==> src/rtl/arith_pkg.sv <==
// Shared arithmetic definitions: FSM state encoding and default operand width.
package arith_pkg;

  typedef enum logic [1:0] {
    ST_IDLE = 2'd0,
    ST_RUN  = 2'd1,
    ST_DONE = 2'd2
  } state_e;

  localparam int ARITH_W_DEFAULT = 4;

endpackage

==> src/rtl/full_subtractor.sv <==
// One-bit full subtractor: d = a - b - bin, bout set when the bit underflows.
module full_subtractor (
  input  logic a,
  input  logic b,
  input  logic bin,
  output logic d,
  output logic bout
);

  assign d    = a ^ b ^ bin;
  assign bout = (~a & b) | (~(a ^ b) & bin);

endmodule

==> src/rtl/serial_rb_subtractor.sv <==
// Bit-serial ripple-borrow subtractor: D = X - Y - Bin, one bit per clock, LSB
// first, with the borrow leaving every bit position kept in b.
module serial_rb_subtractor
  import arith_pkg::*;
#(
  parameter int W = ARITH_W_DEFAULT
) (
  input  logic         clk,
  input  logic         rst_n,
  input  logic         start,
  input  logic [W-1:0] x,
  input  logic [W-1:0] y,
  input  logic         bin,
  output logic         busy,
  output logic         done,
  output logic [W-1:0] d,
  output logic [W-1:0] b,
  output logic         bout
);

  // Index counter only needs to reach W-1; the run ends there so it never wraps.
  localparam int IW = (W > 1) ? $clog2(W) : 1;
  localparam logic [IW-1:0] LAST_IDX = IW'(W - 1);

  state_e         state_q;
  logic [IW-1:0]  idx_q;
  logic           br_q;
  logic [W-1:0]   x_q;
  logic [W-1:0]   y_q;
  logic [W-1:0]   d_q;
  logic [W-1:0]   b_q;
  logic           bout_q;
  logic           busy_q;
  logic           done_q;

  logic           fs_d;
  logic           fs_bout;
  logic [W-1:0]   d_d;
  logic [W-1:0]   b_d;

  // Single subtractor cell, steered to the active bit by the index.
  full_subtractor u_fs (
    .a    (x_q[idx_q]),
    .b    (y_q[idx_q]),
    .bin  (br_q),
    .d    (fs_d),
    .bout (fs_bout)
  );

  // Result vectors with the active bit replaced by this cycle's cell outputs.
  always_comb begin
    d_d        = d_q;
    b_d        = b_q;
    d_d[idx_q] = fs_d;
    b_d[idx_q] = fs_bout;
  end

  // Control FSM with operand, borrow and result registers.
  always_ff @(posedge clk or negedge rst_n) begin
    if (!rst_n) begin
      state_q <= ST_IDLE;
      idx_q   <= '0;
      br_q    <= 1'b0;
      x_q     <= '0;
      y_q     <= '0;
      d_q     <= '0;
      b_q     <= '0;
      bout_q  <= 1'b0;
      busy_q  <= 1'b0;
      done_q  <= 1'b0;
    end else begin
      case (state_q)
        ST_IDLE, ST_DONE: begin
          done_q <= 1'b0;
          if (start) begin
            x_q     <= x;
            y_q     <= y;
            br_q    <= bin;
            d_q     <= '0;
            b_q     <= '0;
            bout_q  <= 1'b0;
            idx_q   <= '0;
            busy_q  <= 1'b1;
            state_q <= ST_RUN;
          end else begin
            state_q <= ST_IDLE;
          end
        end
        ST_RUN: begin
          d_q  <= d_d;
          b_q  <= b_d;
          br_q <= fs_bout;
          if (idx_q == LAST_IDX) begin
            bout_q  <= fs_bout;
            busy_q  <= 1'b0;
            done_q  <= 1'b1;
            state_q <= ST_DONE;
          end else begin
            idx_q <= idx_q + IW'(1);
          end
        end
        default: begin
          busy_q  <= 1'b0;
          done_q  <= 1'b0;
          state_q <= ST_IDLE;
        end
      endcase
    end
  end

  assign busy = busy_q;
  assign done = done_q;
  assign d    = d_q;
  assign b    = b_q;
  assign bout = bout_q;

endmodule

==> config.mk <==
export PLATFORM = sky130hd
export DESIGN_NAME = serial_rb_subtractor
export DESIGN_NICKNAME = d
export VERILOG_FILES = /design/src/rtl/arith_pkg.sv /design/src/rtl/full_subtractor.sv /design/src/rtl/serial_rb_subtractor.sv
export SDC_FILE = /design/constraint.sdc
export NUM_CORES = 1
export LEC_CHECK = 0
export ABC_AREA = 1
export BUFFER_PORTS_ARGS = -buffer_cell sky130_fd_sc_hd__clkbuf_2
export CORE_UTILIZATION = 31
export DETAILED_ROUTE_END_ITERATION = 8
export PLACE_DENSITY = 0.48
export SYNTH_ARGS = -nofsm -noshare
export SYNTH_HDL_FRONTEND = slang
export SYNTH_HIERARCHICAL = 1
export SYNTH_SLANG_ARGS = --single-unit
==> constraint.sdc <==
create_clock -name clk -period 2.1 [get_ports clk]
set_input_delay 0.315 -clock clk [delete_from_list [all_inputs] [get_ports clk]]
set_output_delay 0.315 -clock clk [all_outputs]
set_load 0.02 [all_outputs]
; ---- After elaboration in Yosys (flattened, before gate mapping)
; Index checks and enable logic that the tools add are counted.
[classes]
muxes = 27
n_bitwise = 7
n_eq_ne = 6
magnitude_cmp = 2
n_addsub = 1
n_reduce_logical = 9
[ops]
columns = op, n
row1 = $pmux W4 S2, 2
row2 = $mux W1, 11
row3 = $bwmux W4, 2
row4 = $pmux W2 S2, 2
row5 = $mux W2, 3
row6 = $ne A2 B2 Y1 const B, 3
row7 = $pmux W1 S2, 3
row8 = $reduce_and A2 Y1, 3
row9 = $reduce_and A3 Y1, 2
row10 = $bmux W1 S2, 2
row11 = $eq A2 B2 Y1 const B, 2
row12 = $mux W4, 1
row13 = $lt A2 B3 Y1 const B, 1
row14 = $add A2 B1 Y2 const B, 1
row15 = $and A1 B1 Y1, 2
row16 = $demux W1 S2, 1
row17 = $eq A2 B1 Y1 const B, 1
row18 = $ge A2 B1 Y1 const B, 1
row19 = $logic_not A2 Y1, 1
row20 = $not A1 Y1, 2
row21 = $reduce_bool A2 Y1, 1
row22 = $reduce_or A2 Y1, 1
row23 = $xor A1 B1 Y1, 2
row24 = $logic_and A1 B1 Y1, 1
row25 = $or A1 B1 Y1, 1
[word_totals]
word_cells = 62
ff_bits = 24
out_inout_bits = 11

; ---- Longest topological paths before layout
; Gate-level depths: netlist of run 1.
[logic_depth]
ltp_word = 8
mapped_depth = 12

; ---- By module
; The synthesis of run 1 kept the hierarchy.
[by_module_without_submodules]
columns = mod, cells_per_inst, area_each_um2, n_inst, seq_area_each_um2
row1 = serial_rb_subtractor, 135, 1138.6, 1, 575.6
row2 = full_subtractor, 4, 31.3, 1, 0.0

; ---- Worst setup path after synthesis of run 1
; No wires, ideal clock.
[synth_timing]
path_type = reg-to-reg
from = register idx_q[0]
to = register b_q[0] (netlist: b[0])
path_stages_with_launch = 11
arrival_ps = 1772
setup_time_ps = 65
setup_slack_ps = 264
cell_sequence = dfrtp_1 -> buf_2 -> or2_2 -> nand3_1 -> nand2_1 -> fa_1 -> inv_1 -> inv_1 -> nor2_1 -> nand2_1 -> nand2_1
[synth_via]
elab_chain_len = 8
elab_cells_between_ends = 17
cone_classes = order compare: 2 / mux: 8 / bitwise: 6 / reduce/logical: 1
[synth_rtl]
columns = item, line
row1 = from (decl), serial_rb_subtractor.sv:26  ; logic [IW-1:0] idx_q;
row2 = from (signal assigned), serial_rb_subtractor.sv:99  ; idx_q <= idx_q + IW'(1);
row3 = "$bmux W1 S2, on equally long branches", "serial_rb_subtractor.sv:43, serial_rb_subtractor.sv:44"
row4 = "$mux W1, on equally long branches", "serial_rb_subtractor.sv:43, serial_rb_subtractor.sv:44"
row5 = $xor A1 B1 Y1, full_subtractor.sv:11  ; assign bout = (~a & b) | (~(a ^ b) & bin);
row6 = $not A1 Y1, full_subtractor.sv:11
row7 = $and A1 B1 Y1, full_subtractor.sv:11
row8 = $or A1 B1 Y1 (*), full_subtractor.sv:11
row9 = named net fs_bout, serial_rb_subtractor.sv:37  ; logic fs_bout;
row10 = $bwmux W4 (*), serial_rb_subtractor.sv:55  ; b_d[idx_q] = fs_bout;
row11 = $pmux W4 S2 (*), serial_rb_subtractor.sv:72  ; case (state_q)
row12 = to (signal assigned), serial_rb_subtractor.sv:67  ; b_q <= '0;
row13 = to (signal assigned), serial_rb_subtractor.sv:80  ; b_q <= '0;
row14 = to (signal assigned), serial_rb_subtractor.sv:91  ; b_q <= b_d;
row15 = to (decl), serial_rb_subtractor.sv:31  ; logic [W-1:0] b_q;
; Mark *: on every way through the listed nets, which the timed path passes. The rest lies on a longest branch. The select of a mux whose other input is x is not followed.
; A chain may end at the register's enable or synchronous reset.

; ---- Final worst setup path of run 1
[layout_timing]
from = register idx_q[0]
to = register b_q[1] (netlist: b[1])
; Same word-level chain as after synthesis.

==> summary.txt, run 1 <==
Yosys
  • Number of synthesized register bits: 23
  • Netlist cell types: 15
  • Largest family of logic cells by synthesized area: simple AND/OR/NAND/NOR gates
  • Dominant cells by area after synthesis: dfrtp_1 49%, nand2_1 13%, nand3_1 12%, ha_1 5.3%, inv_1 5.1%
  • Synth Area in Adders: 0.07059
  • Synthesized area: approximately 0.0012 mm^2
  • Synth Area in Simple Gates: 0.3091
  • Yosys warns: 6
  • Gate Count Post-Synth: 139
  • Dominant cell type by area after synthesis: dfrtp_1
  • Syn nets: 157
  • Mux contribution to synthesized area: 0
  • Syn avg cell area: between 8 and 9 um^2
  • Complex-gate fraction of the synthesized area: 0.03850
  • Synth top area share: 0.4920
  • Area share of xor/xnor cells in the synthesized design: 0
  • Post-synthesis sequential area ratio: 0.4920

Power and ir drop
  • Power, Total: ~0.0021 W
  • Pwr dens: 1536 mW/mm^2
  • Leak: ~0.78 nW
  • Maximum VDD drop: roughly 0.56 mV

Floorplan
  • Die H: ~63 um
  • Core area: 0.003468 mm^2
  • # rows: 21
  • Initial Utilization: 0.3373
  • Ports: 23
  • Die X: ~63 um
  • Die footprint: between 0.004 and 0.005 mm^2

Timing
  • Final period utilization: 0.8902
  • Final-report setup violation count: 0
  • Tightest Pin Transition: 567.4 ps
  • Hold_ws: 32.04 ps
  • Clk_skew: ~4.4 ps
  • Setup_tns: 0 ps
  • Fin. max-slew vios: 0
  • RSZ-0062 raised after global routing: false
  • Period minus WS final: 1869 ps
  • Max Clk Rate: 534.9 MHz
  • Relative slew slack: 0.6217
  • Final Hold Vio Count: 0

Clock tree
  • CTS root buf: clkbuf_8
  • Setup Fix Bufs, Post-CTS: 0
  • Hold Buf Count CTS: 0
  • Clk slew on worst S/H paths: around 80 ps
  • Total CTS buffers: 3
  • Clk sinks: 23
  • H-Tree Level Count: 1
  • Clock Path Buffers: 2
  • Clk Latency, worst-skew pair: 260 ps
  • TritonCTS clock tree: yes
  • Post-cts sizing count: 0

Global route
  • GRT overflow: 0
  • Total GRT Usage: 0.1321
  • Largest net degree at the start of global routing: 28
  • Antenna violations before repair: 0
  • Vias in the first global route: between 900 and 1,000
  • First-pass GRT wire length: 4236 um

Worst setup path
  • Critical path startpoint category: register
  • Critical path data required time: 2310 ps
  • Worst Path Max Fanout: 9
  • WS Path Type: register to register
  • CP Data Arrival Time: approximately 2100 ps
  • RR Startpoint: idx_q[0]$_DFFE_PN0P_
  • Reg2reg path depth: 9
  • Reg2Reg Capture Point: b[1]$_DFFE_PN0P_
  • R2R setup slack: 230 ps
  • Endpoint class of the critical path: register

Run status
  • Status: complete, no violations

Finish
  • Commonest non-fill, non-tap cells in the layout: 41 x nand2_1, 28 x nand3_1, 23 x dfrtp_1
  • Ant diodes: 0
  • Commonest non-fill, non-tap cell in the layout: nand2_1
  • Nets: 181
  • Multi-input logic area: 489.2 um^2
  • Layout cells sized above 1: 0.2160
  • Finished Layout Cells: around 210
  • Register Area: 575.6 um^2
  • Post-Route Utilization: 0.3900
  • Fillcell total: about 400
  • Synth-to-Final Area Change: 15.62%

Flow run
  • Max-cap violation count: 0

Min path
  • Hold crit path type: input port to async pin

Drt
  • Starting DRT DRC Count: 34
  • DR vias/cell: ~4.5
  • Avg WL per Cell: roughly 11 um
  • ANT nets after route: 0
  • DRC Markers: 0
  • Drt pass-1 iters: 2
  • Detailed-route via count: 930
  • Total wire length: 2231 um

Place
  • IO Port Bufs: 22
  • GPL Wtd Cong: 0.7986
  • Post-DP HPWL: approximately 1700 um
  • Inst Count DP: 204
## synth_stat cells, drive strengths merged
cell type / count
nand2: 42
nand3: 28
dfrtp: 23
inv: 17
nor2: 10
ha: 5
a21oi: 4
buf: 4
o21ai: 2
or2: 2
fa: 1
nand4: 1
## where the power goes
part           switching [W]  leakage (nW)  internal [W]  total [W]
sequential          0.000137         0.285      0.000632   0.000769
clock               0.000134        0.0255      0.000132   0.000266
combinational       0.000669         0.465      0.000374    0.00104
total               0.000940         0.776       0.00114    0.00208
## how the worst max path moves through the flow
stage	from	to	slack, ps	cells after the start
floorplan	idx_q[0]$_DFFE_PN0P_	b[0]$_DFFE_PN0P_	260	10
global placement	idx_q[0]$_DFFE_PN0P_	b[2]$_DFFE_PN0P_	290	9
detailed placement	idx_q[0]$_DFFE_PN0P_	b[1]$_DFFE_PN0P_	240	9
CTS	idx_q[0]$_DFFE_PN0P_	b[1]$_DFFE_PN0P_	220	9
global route	idx_q[1]$_DFFE_PN0P_	b[1]$_DFFE_PN0P_	60	11
finish	idx_q[0]$_DFFE_PN0P_	b[1]$_DFFE_PN0P_	230	9
## logic make-up after synthesis
kind of cell | Yosys count
adder cells (fa/ha/maj) | 6
flip-flops | 23
buffers and inverters | 21
AND/OR/NAND/NOR | 83
AO/OA/AOI/OAI | 6
## registers in the layout, summed over array words and instances (netlist names)
| name | cells |
|---|---|
| b | 4 |
| busy | 1 |
| y_q | 4 |
| d | 4 |
| idx_q | 2 |
| state_q | 2 |
| x_q | 4 |
| br_q | 1 |
| bout | 1 |
## cell type report
cell class	instances	area share
inverter	17	0.04903
multi-input combinational	95	0.3617
clock inverter	1	0.003700
timing repair buffer	23	0.08696
tap	46	0.04255
clock buffer	3	0.03053
sequential	23	0.4255
## worst max-delay path, cell delays in order, from the launching register on
cell,delay [ps]
dfrtp_1,470
or2_2,320
nand3_1,70
nand2_1,70
fa_1,410
inv_1,120
inv_1,50
nor2_1,170
nand2_1,80
nand2_1,60
## per-stage QoR
step,setup slack [ps],area (um^2)
after CTS,222.5,1353
after floorplan,263.6,1170
after global routing,61.09,1353
after detailed placement,238.1,1306
after global placement,286.9,1306
final,230.6,1353
## per-layer routing
| metal | wire (um) | global-route usage |
|---|---|---|
| met1 | 1099 | 0.1755 |
| met5 | 0 | 0 |
| met3 | 92 | 0.03804 |
| met2 | 1022 | 0.2128 |
| met4 | 17 | 0.02557 |
Note: power is estimated with default switching activity, not from simulation.
==> run 2, diff against run 1 <==
--- a/config.mk
+++ b/config.mk
@@ -5,11 +5,13 @@
 export SDC_FILE = /design/constraint.sdc
 export NUM_CORES = 1
 export LEC_CHECK = 0
-export ABC_AREA = 1
+export ABC_AREA = 0
 export BUFFER_PORTS_ARGS = -buffer_cell sky130_fd_sc_hd__clkbuf_2
+export CORE_ASPECT_RATIO = 2
 export CORE_UTILIZATION = 31
 export DETAILED_ROUTE_END_ITERATION = 8
 export PLACE_DENSITY = 0.48
+export SLEW_MARGIN = 20
 export SYNTH_ARGS = -nofsm -noshare
 export SYNTH_HDL_FRONTEND = slang
 export SYNTH_HIERARCHICAL = 1
==> summary.txt, run 2 <==
Run status
  • Status: complete, no violations

Yosys
  • Gate Count Post-Synth: 89 (-36%)
  • Commonest cells in the synthesized netlist: 23 x dfrtp_1, 12 x nand2_1, 9 x inv_1
  • Synth Area in Adders: 0.07391 (+0.003320)
  • Share of synthesized registers carrying an async set or reset: 1.000 (unchanged)
  • Dominant cell type by area after synthesis: dfrtp_1
  • Syn nets: 107 (-32%)
  • Mux contribution to synthesized area: 0.1825 (+0.1825)
  • Complex-gate fraction of the synthesized area: 0.05375 (+0.01525)
  • Synth top area share: 0.5151 (+0.02314)
  • Netlist cell types: 22 (+7)
  • Largest family of logic cells by synthesized area: multiplexers
  • Number of synthesized register bits: 23 (unchanged)
  • Count leader, synth: dfrtp_1
  • Primary FF master, synth: dfrtp_1
  • Post-synth EDFFs: 0 (unchanged)
  • Yosys warns: 6 (unchanged)
  • Area share of xor/xnor cells in the synthesized design: 0 (unchanged)
  • Synth Area in Simple Gates: 0.1097 (-0.1993)
  • Synthesized area: 0.001117 mm^2 (-4.5%)
  • Dominant cells by area after synthesis: dfrtp_1 52%, mux2_4 6.7%, ha_1 5.6%, mux2i_1 4.5%, mux4_2 4.0%
  • Syn avg cell area: 12.55 um^2 (+49%)
  • Post-synthesis sequential area ratio: 0.5151 (+0.02314)

Clock tree
  • CTS root buf: clkbuf_8
  • TritonCTS clock tree: yes
  • Clk Latency, worst-skew pair: 260 ps (about the same)
  • Clock Path Buffers: 2 (unchanged)
  • Clk sinks: 23 (unchanged)
  • H-Tree Level Count: 1 (unchanged)
  • Clk slew on worst S/H paths: 80 ps (about the same)
  • Setup Fix Bufs, Post-CTS: 0 (unchanged)
  • Hold Buf Count CTS: 0 (unchanged)
  • Total CTS buffers: 3 (unchanged)
  • Post-cts sizing count: 0 (unchanged)

Timing
  • Setup_tns: 0 ps (unchanged)
  • Final Hold Vio Count: 0 (unchanged)
  • RSZ-0062 raised after global routing: false
  • Period minus WS final: 1991 ps (+122.1 ps)
  • Relative slew slack: 0.6140 (-0.007685)
  • Setup slack after layout: 108.5 ps (-122.1 ps)
  • Clk_skew: 1.929 ps (-2.500 ps)
  • Fin. max-slew vios: 0 (unchanged)
  • Final period utilization: 0.9483 (+0.05813)
  • Max Clk Rate: 502.1 MHz (-6.1%)
  • Tightest Pin Transition: 578.9 ps (+11.53 ps)
  • Final-report setup violation count: 0 (unchanged)

Floorplan
  • Core area: 0.003416 mm^2 (-1.5%)
  • Die X: 44.45 um (-30%)
  • Die footprint: 0.003863 mm^2 (-4.0%)
  • # rows: 30 (+43%)
  • Die H: 86.90 um (+37%)
  • Ports: 23 (unchanged)
  • Initial Utilization: 0.3271 (-0.01020)

Drt
  • Wire length on met3: 63 um (-32%)
  • Total wire length: 2071 um (-7.2%)
  • Metal-1 WL: 825 um (-25%)
  • ANT nets after route: 0 (unchanged)
  • Starting DRT DRC Count: 8 (-76%)
  • DR vias/cell: 4.447 (-0.54%)
  • Top Metal Used: met4
  • Met2 WL post-DR: 1140 um (+12%)
  • DRC Markers: 0 (unchanged)
  • Detailed-route via count: 716 (-23%)
  • Drt pass-1 iters: 3 (+1)
  • Avg WL per Cell: 12.86 um (+20%)

Global route
  • Total GRT Usage: 0.1198 (-0.01238)
  • Antenna violations before repair: 0 (unchanged)
  • Largest net degree at the start of global routing: 24 (-14%)
  • GRT overflow: 0 (unchanged)
  • Vias in the first global route: 710 (-27%)
  • First-pass GRT wire length: 3298 um (-22%)

Place
  • Dpl ws: 114.5 ps (-123.7 ps)
  • GPL Wtd Cong: 0.6852 (-14%)
  • Post-DP HPWL: 1534 um (-11%)
  • IO Port Bufs: 22 (unchanged)

Finish
  • Ant diodes: 0 (unchanged)
  • Commonest non-fill, non-tap cells in the layout: 23 x dfrtp_1, 22 x clkbuf_2, 12 x nand2_1
  • Commonest non-fill, non-tap cell in the layout: dfrtp_1
  • Nets: 132 (-27%)
  • Synth-to-Final Area Change: 16.46%
  • Post-Route Utilization: 0.3810 (-0.009019)
  • Layout cells sized above 1: 0.3540 (+0.1379)

Min path
  • Hold crit path type: input port to async pin

Worst setup path
  • Critical path startpoint category: register
  • Endpoint class of the critical path: register
  • CP Data Arrival Time: 2150 ps (+80 ps)
  • WS Path Type: register to register
  • Crit path max-delay family: adder cells
  • WP buf/inv: 0 (-2)
  • Critical path data required time: 2260 ps (-50 ps)
  • Critical path's slowest cell: fa_1
  • Delay of the slowest critical-path stage: 550 ps (+80 ps)
  • Worst path cell trace: mux4_2 -> fa_1 -> and3_1 -> a31o_2
  • Worst Path Max Fanout: 4 (-5)

Power and ir drop
  • Leak: 0.6939 nW (-11%)
  • Maximum VDD drop: 0.7946 mV (+42%)
  • Pwr dens: 1573 mW/mm^2 (+2.4%)

Flow run
  • Max-cap violation count: 0 (unchanged)
## run 2: cell types whose count changed in the layout (fill, tap and decap cells not counted), moves of 4 or more
cell and change:
nand3_1 -24, mux2i_1 +5, inv_1 -7, nand2_1 -29, a21oi_2 -4, mux2_4 +5
nor2_1 -9
## run 2: layout make-up
class | count | area, um^2
Fill cell | 363 | 2115
Clock buffer | 4 | 45.04
Sequential cell | 23 | 575.6
Inverter | 9 | 33.78
Timing Repair Buffer | 23 | 117.6
Tap cell | 48 | 60.06
Multi-Input combinational cell | 54 | 469.2
## run 2: stage by stage
stage	hold WS (ps)	power [W]	instances	area, um^2
after detailed placement	343.4	0.001798	157	1256
after global placement	333.4	0.001778	157	1256
after CTS	54.73	0.002083	161	1301
after floorplan	19.41	0.001553	89	1117
after global routing	75.38	0.002235	161	1301
final	34.97	0.002046	161	1301
## run 2: cell families after synthesis
group / after synthesis
AOI/OAI and AO/OA: 9
adders and majority gates: 6
buffers and inverters: 12
DFF: 23
muxes: 15
and+or+nand+nor: 24
## run 2: where the power goes
part	switching (W)	internal (W)	leakage (nW)
sequential	0.000133	0.000636	0.286
combinational	0.000526	0.000479	0.386
clock	0.000137	0.000135	0.0228
total	0.000796	0.00125	0.694
## run 2: final timing paths
check | startpoint | to | slack (ps) | depth (start not counted)
max in group asynchronous | rst_n | idx_q[1]$_DFFE_PN0P_ | 1680 | 1
worst min register to register | busy$_DFFE_PN0P_ | busy$_DFFE_PN0P_ | 490 | 2
worst max register to register | idx_q[0]$_DFFE_PN0P_ | d[1]$_DFFE_PN0P_ | 110 | 4
min in group clk | y[2] | y_q[2]$_DFFE_PN0P_ | 280 | 2
worst max-delay path | idx_q[0]$_DFFE_PN0P_ | d[1]$_DFFE_PN0P_ | 110 | 4
worst min-delay path | rst_n | b[0]$_DFFE_PN0P_ | 30 | 1
## run 2: metal layers
metal	up-vias	global-route usage
met5	-	0
met4	0	0.06612
met3	4	0.02490
met2	13	0.1992
met1	353	0.1379
li1	346	-
==> run 3, diff against run 2 <==
--- a/config.mk
+++ b/config.mk
@@ -14,5 +14,4 @@
 export SLEW_MARGIN = 20
 export SYNTH_ARGS = -nofsm -noshare
 export SYNTH_HDL_FRONTEND = slang
-export SYNTH_HIERARCHICAL = 1
 export SYNTH_SLANG_ARGS = --single-unit
==> summary.txt, run 3 <==
Drt
  • Detailed-route via count: 853 (+19%)
  • Starting DRT DRC Count: 25 (+17)
  • DR vias/cell: 5.018 (+13%)
  • Drt pass-1 iters: 4 (+1)
  • Avg WL per Cell: 14.65 um (+14%)
  • Total wire length: 2490 um (+20%)
  • ANT nets after route: 0 (unchanged)
  • DRC Markers: 0 (unchanged)

Finish
  • Commonest non-fill, non-tap cells in the layout: 22 x dfrtp_1, 22 x clkbuf_2, 10 x nor3b_1, 10 x a311o_1, 8 x mux2_2
  • Layout cells sized above 1: 0.3950 (+0.04098)
  • Ant diodes: 0 (unchanged)
  • Nets: 137 (+3.8%)
  • Fillcell total: 391 (+7.7%)
  • Post-Route Utilization: 0.3891 (+0.008193)
  • Synth-to-Final Area Change: 21.09%

Power and ir drop
  • Leak: 0.6661 nW (-4.0%)
  • Sequential power share: 0.339 (-0.037)
  • Switching Share: 0.3856 (-0.003144)
  • Comb power frac: 0.544 (+0.053)
  • Power, Total: 0.002390 W (+17%)
  • Clk network pwr share: 0.117 (-0.016)
  • Power Internal: 0.001468 W (+17%)
  • Maximum VDD drop: 1.069 mV (+34%)
  • Psw: 0.0009213 W (+16%)
  • Pwr dens: 1614 mW/mm^2 (+2.6%)

Yosys
  • Post-synthesis sequential area ratio: 0.4708 (-0.04429)
  • Primary FF master, synth: dfrtp_1
  • Syn avg cell area: 13.00 um^2 (+3.6%)
  • Dominant cells by area after synthesis: dfrtp_1 47%, a311o_1 8.2%, mux2_2 7.4%, nor3b_1 6.1%, ha_1 4.1%
  • Netlist cell types: 24 (+9.1%)
  • Dominant cell type by area after synthesis: dfrtp_1
  • Syn nets: 111 (+3.7%)
  • Count leader, synth: dfrtp_1
  • Share of synthesized registers carrying an async set or reset: 1.000 (unchanged)
  • Synthesized area: 0.001222 mm^2 (+9.4%)
  • Synth top area share: 0.4708 (-0.04429)
  • Gate Count Post-Synth: 94 (+5.6%)
  • Commonest cells in the synthesized netlist: 23 x dfrtp_1, 10 x a311o_1, 10 x nor3b_1, 8 x mux2_2, 5 x buf_2
  • Yosys warns: 0 (-6)
  • Post-synth EDFFs: 0 (unchanged)
  • Number of synthesized register bits: 23 (unchanged)

Floorplan
  • Die X: 46.41 um (+4.4%)
  • # rows: 32 (+6.7%)
  • Die H: 90.81 um (+4.5%)
  • Ports: 23 (unchanged)
  • Core area: 0.003804 mm^2 (+11%)
  • Initial Utilization: 0.3214 (-0.005725)
  • Die footprint: 0.004214 mm^2 (+9.1%)

Flow run
  • Max-cap violation count: 0 (unchanged)

Clock tree
  • Clk sinks: 23 (unchanged)
  • Post-cts sizing count: 0 (unchanged)
  • TritonCTS clock tree: yes
  • H-Tree Level Count: 1 (unchanged)
  • Clock Path Buffers: 2 (unchanged)
  • Hold Buf Count CTS: 0 (unchanged)
  • Clk slew on worst S/H paths: 80 ps (about the same)
  • Clk Latency, worst-skew pair: 260 ps (about the same)
  • Setup Fix Bufs, Post-CTS: 0 (unchanged)
  • Total CTS buffers: 3 (unchanged)
  • CTS root buf: clkbuf_8

Timing
  • Period minus WS final: 2072 ps (+80.49 ps)
  • Fin. max-slew vios: 0 (unchanged)
  • Final Hold Vio Count: 0 (unchanged)
  • Hold_ws: 35.48 ps (+0.5121 ps)
  • Max Clk Rate: 482.6 MHz (-3.9%)
  • Final period utilization: 0.9867 (+0.03833)
  • Final-report setup violation count: 0 (unchanged)
  • RSZ-0062 raised after global routing: true
  • Tightest Pin Transition: 610.8 ps (+31.82 ps)
  • Setup_tns: 0 ps (unchanged)
  • Setup slack after layout: 28.02 ps (-80.49 ps)
  • Clk_skew: 1.364 ps (-0.5645 ps)
  • Relative slew slack: 0.5928 (-0.02121)

Worst setup path
  • WS Path Type: register to register
  • Critical path data required time: 2250 ps (about the same)
  • RR Startpoint: idx_q[0]$_DFFE_PN0P_
  • Worst Path Max Fanout: 3 (-1)
  • Critical path startpoint category: register
  • Origin of the worst setup path: idx_q[0]$_DFFE_PN0P_
  • CP Data Arrival Time: 2220 ps (+70 ps)
  • Endpoint class of the critical path: register

Place
  • Dpl ws: 8.255 ps (-106.2 ps)
  • GPL Wtd Cong: 0.6770 (-1.2%)
  • Post-DP HPWL: 1861 um (+21%)
  • IO Port Bufs: 22 (unchanged)

Global route
  • GRT overflow: 0 (unchanged)
  • Antenna violations before repair: 0 (unchanged)
  • Total GRT Usage: 0.1390 (+0.01922)
  • Vias in the first global route: 889 (+25%)
  • First-pass GRT wire length: 4284 um (+30%)
  • Largest net degree at the start of global routing: 30 (+25%)

Min path
  • Hold crit path type: input port to async pin

Run status
  • Status: complete, no violations
==> run 3: changes by cell type after synthesis, sizes merged, moves of 3 or more <==
cell / delta
a311o: +10
nor4bb: +3
o21ai: -5
and4b: +4
a31o: -3
buf: +4
and3: -3
nor3b: +10
nand2: -12
nand3: -4
inv: -5
==> run 3: layer usage <==
layer  share of wire  track usage  vias to the layer above  wire, um
li1                -            -                      409         -
met2            0.57       0.2338                       19      1416
met3           0.024      0.01800                        5        60
met1            0.39       0.1652                      420       959
met5               0            0                        -         0
met4           0.021      0.05882                        0        53
==> run 3: final cells by class <==
type / count / area (um^2) / share of cell area
Multi-Input combinational cell: 60 / 620.6 / 0.4193
Sequential cell: 23 / 576.8 / 0.3897
Timing Repair Buffer: 28 / 158.9 / 0.1074
Tap cell: 51 / 63.81 / 0.04311
Clock buffer: 4 / 45.04 / 0.03043
Inverter: 4 / 15.01 / 0.01014
==> run 3: power groups by stage <==
stage          sequential [W]  combinational [W]  clock (W)
2_1_floorplan        0.000839           0.000796          0
3_3_place_gp         0.000806            0.00116          0
3_5_place_dp         0.000821            0.00118          0
4_1_cts              0.000810            0.00118   0.000293
5_1_grt              0.000848            0.00145   0.000311
6_report             0.000811            0.00130   0.000279
==> run 3: worst max-delay path, cell delays in order (launching register included) <==
cell,delay (ps)
dfrtp_2,400
mux4_2,510
fa_2,550
and4bb_2,230
a311o_1,270
==> run 3: kinds of logic after synthesis <==
kind of cell,synth area share
AOI/OAI and AO/OA,0.1167
adders and majority gates,0.05732
buffers and inverters,0.04810
DFF,0.4708
muxes,0.1351
and+or+nand+nor,0.1720
==> run 3: path summary, 6_finish.rpt <==
path,to,slack (ps),cells past startpoint
worst max-delay path,d[0]$_DFFE_PN0P_,30,4
max in group asynchronous,idx_q[0]$_DFFE_PN0P_,1640,1
min in group clk,y_q[3]$_DFFE_PN0P_,280,2
worst min-delay path,done$_DFFE_PN0N_,40,1
worst max register to register,d[0]$_DFFE_PN0P_,30,4
worst min register to register,y_q[3]$_DFFE_PN0P_,510,1
==> run 3: through the flow <==
| stage | instances | cell area, um^2 |
|---|---|---|
| 5_1_grt | 170 | 1480 |
| 3_5_place_dp | 166 | 1399 |
| 4_1_cts | 170 | 1444 |
| 6_report | 170 | 1480 |
| 3_3_place_gp | 166 | 1399 |
| 2_1_floorplan | 94 | 1224 |
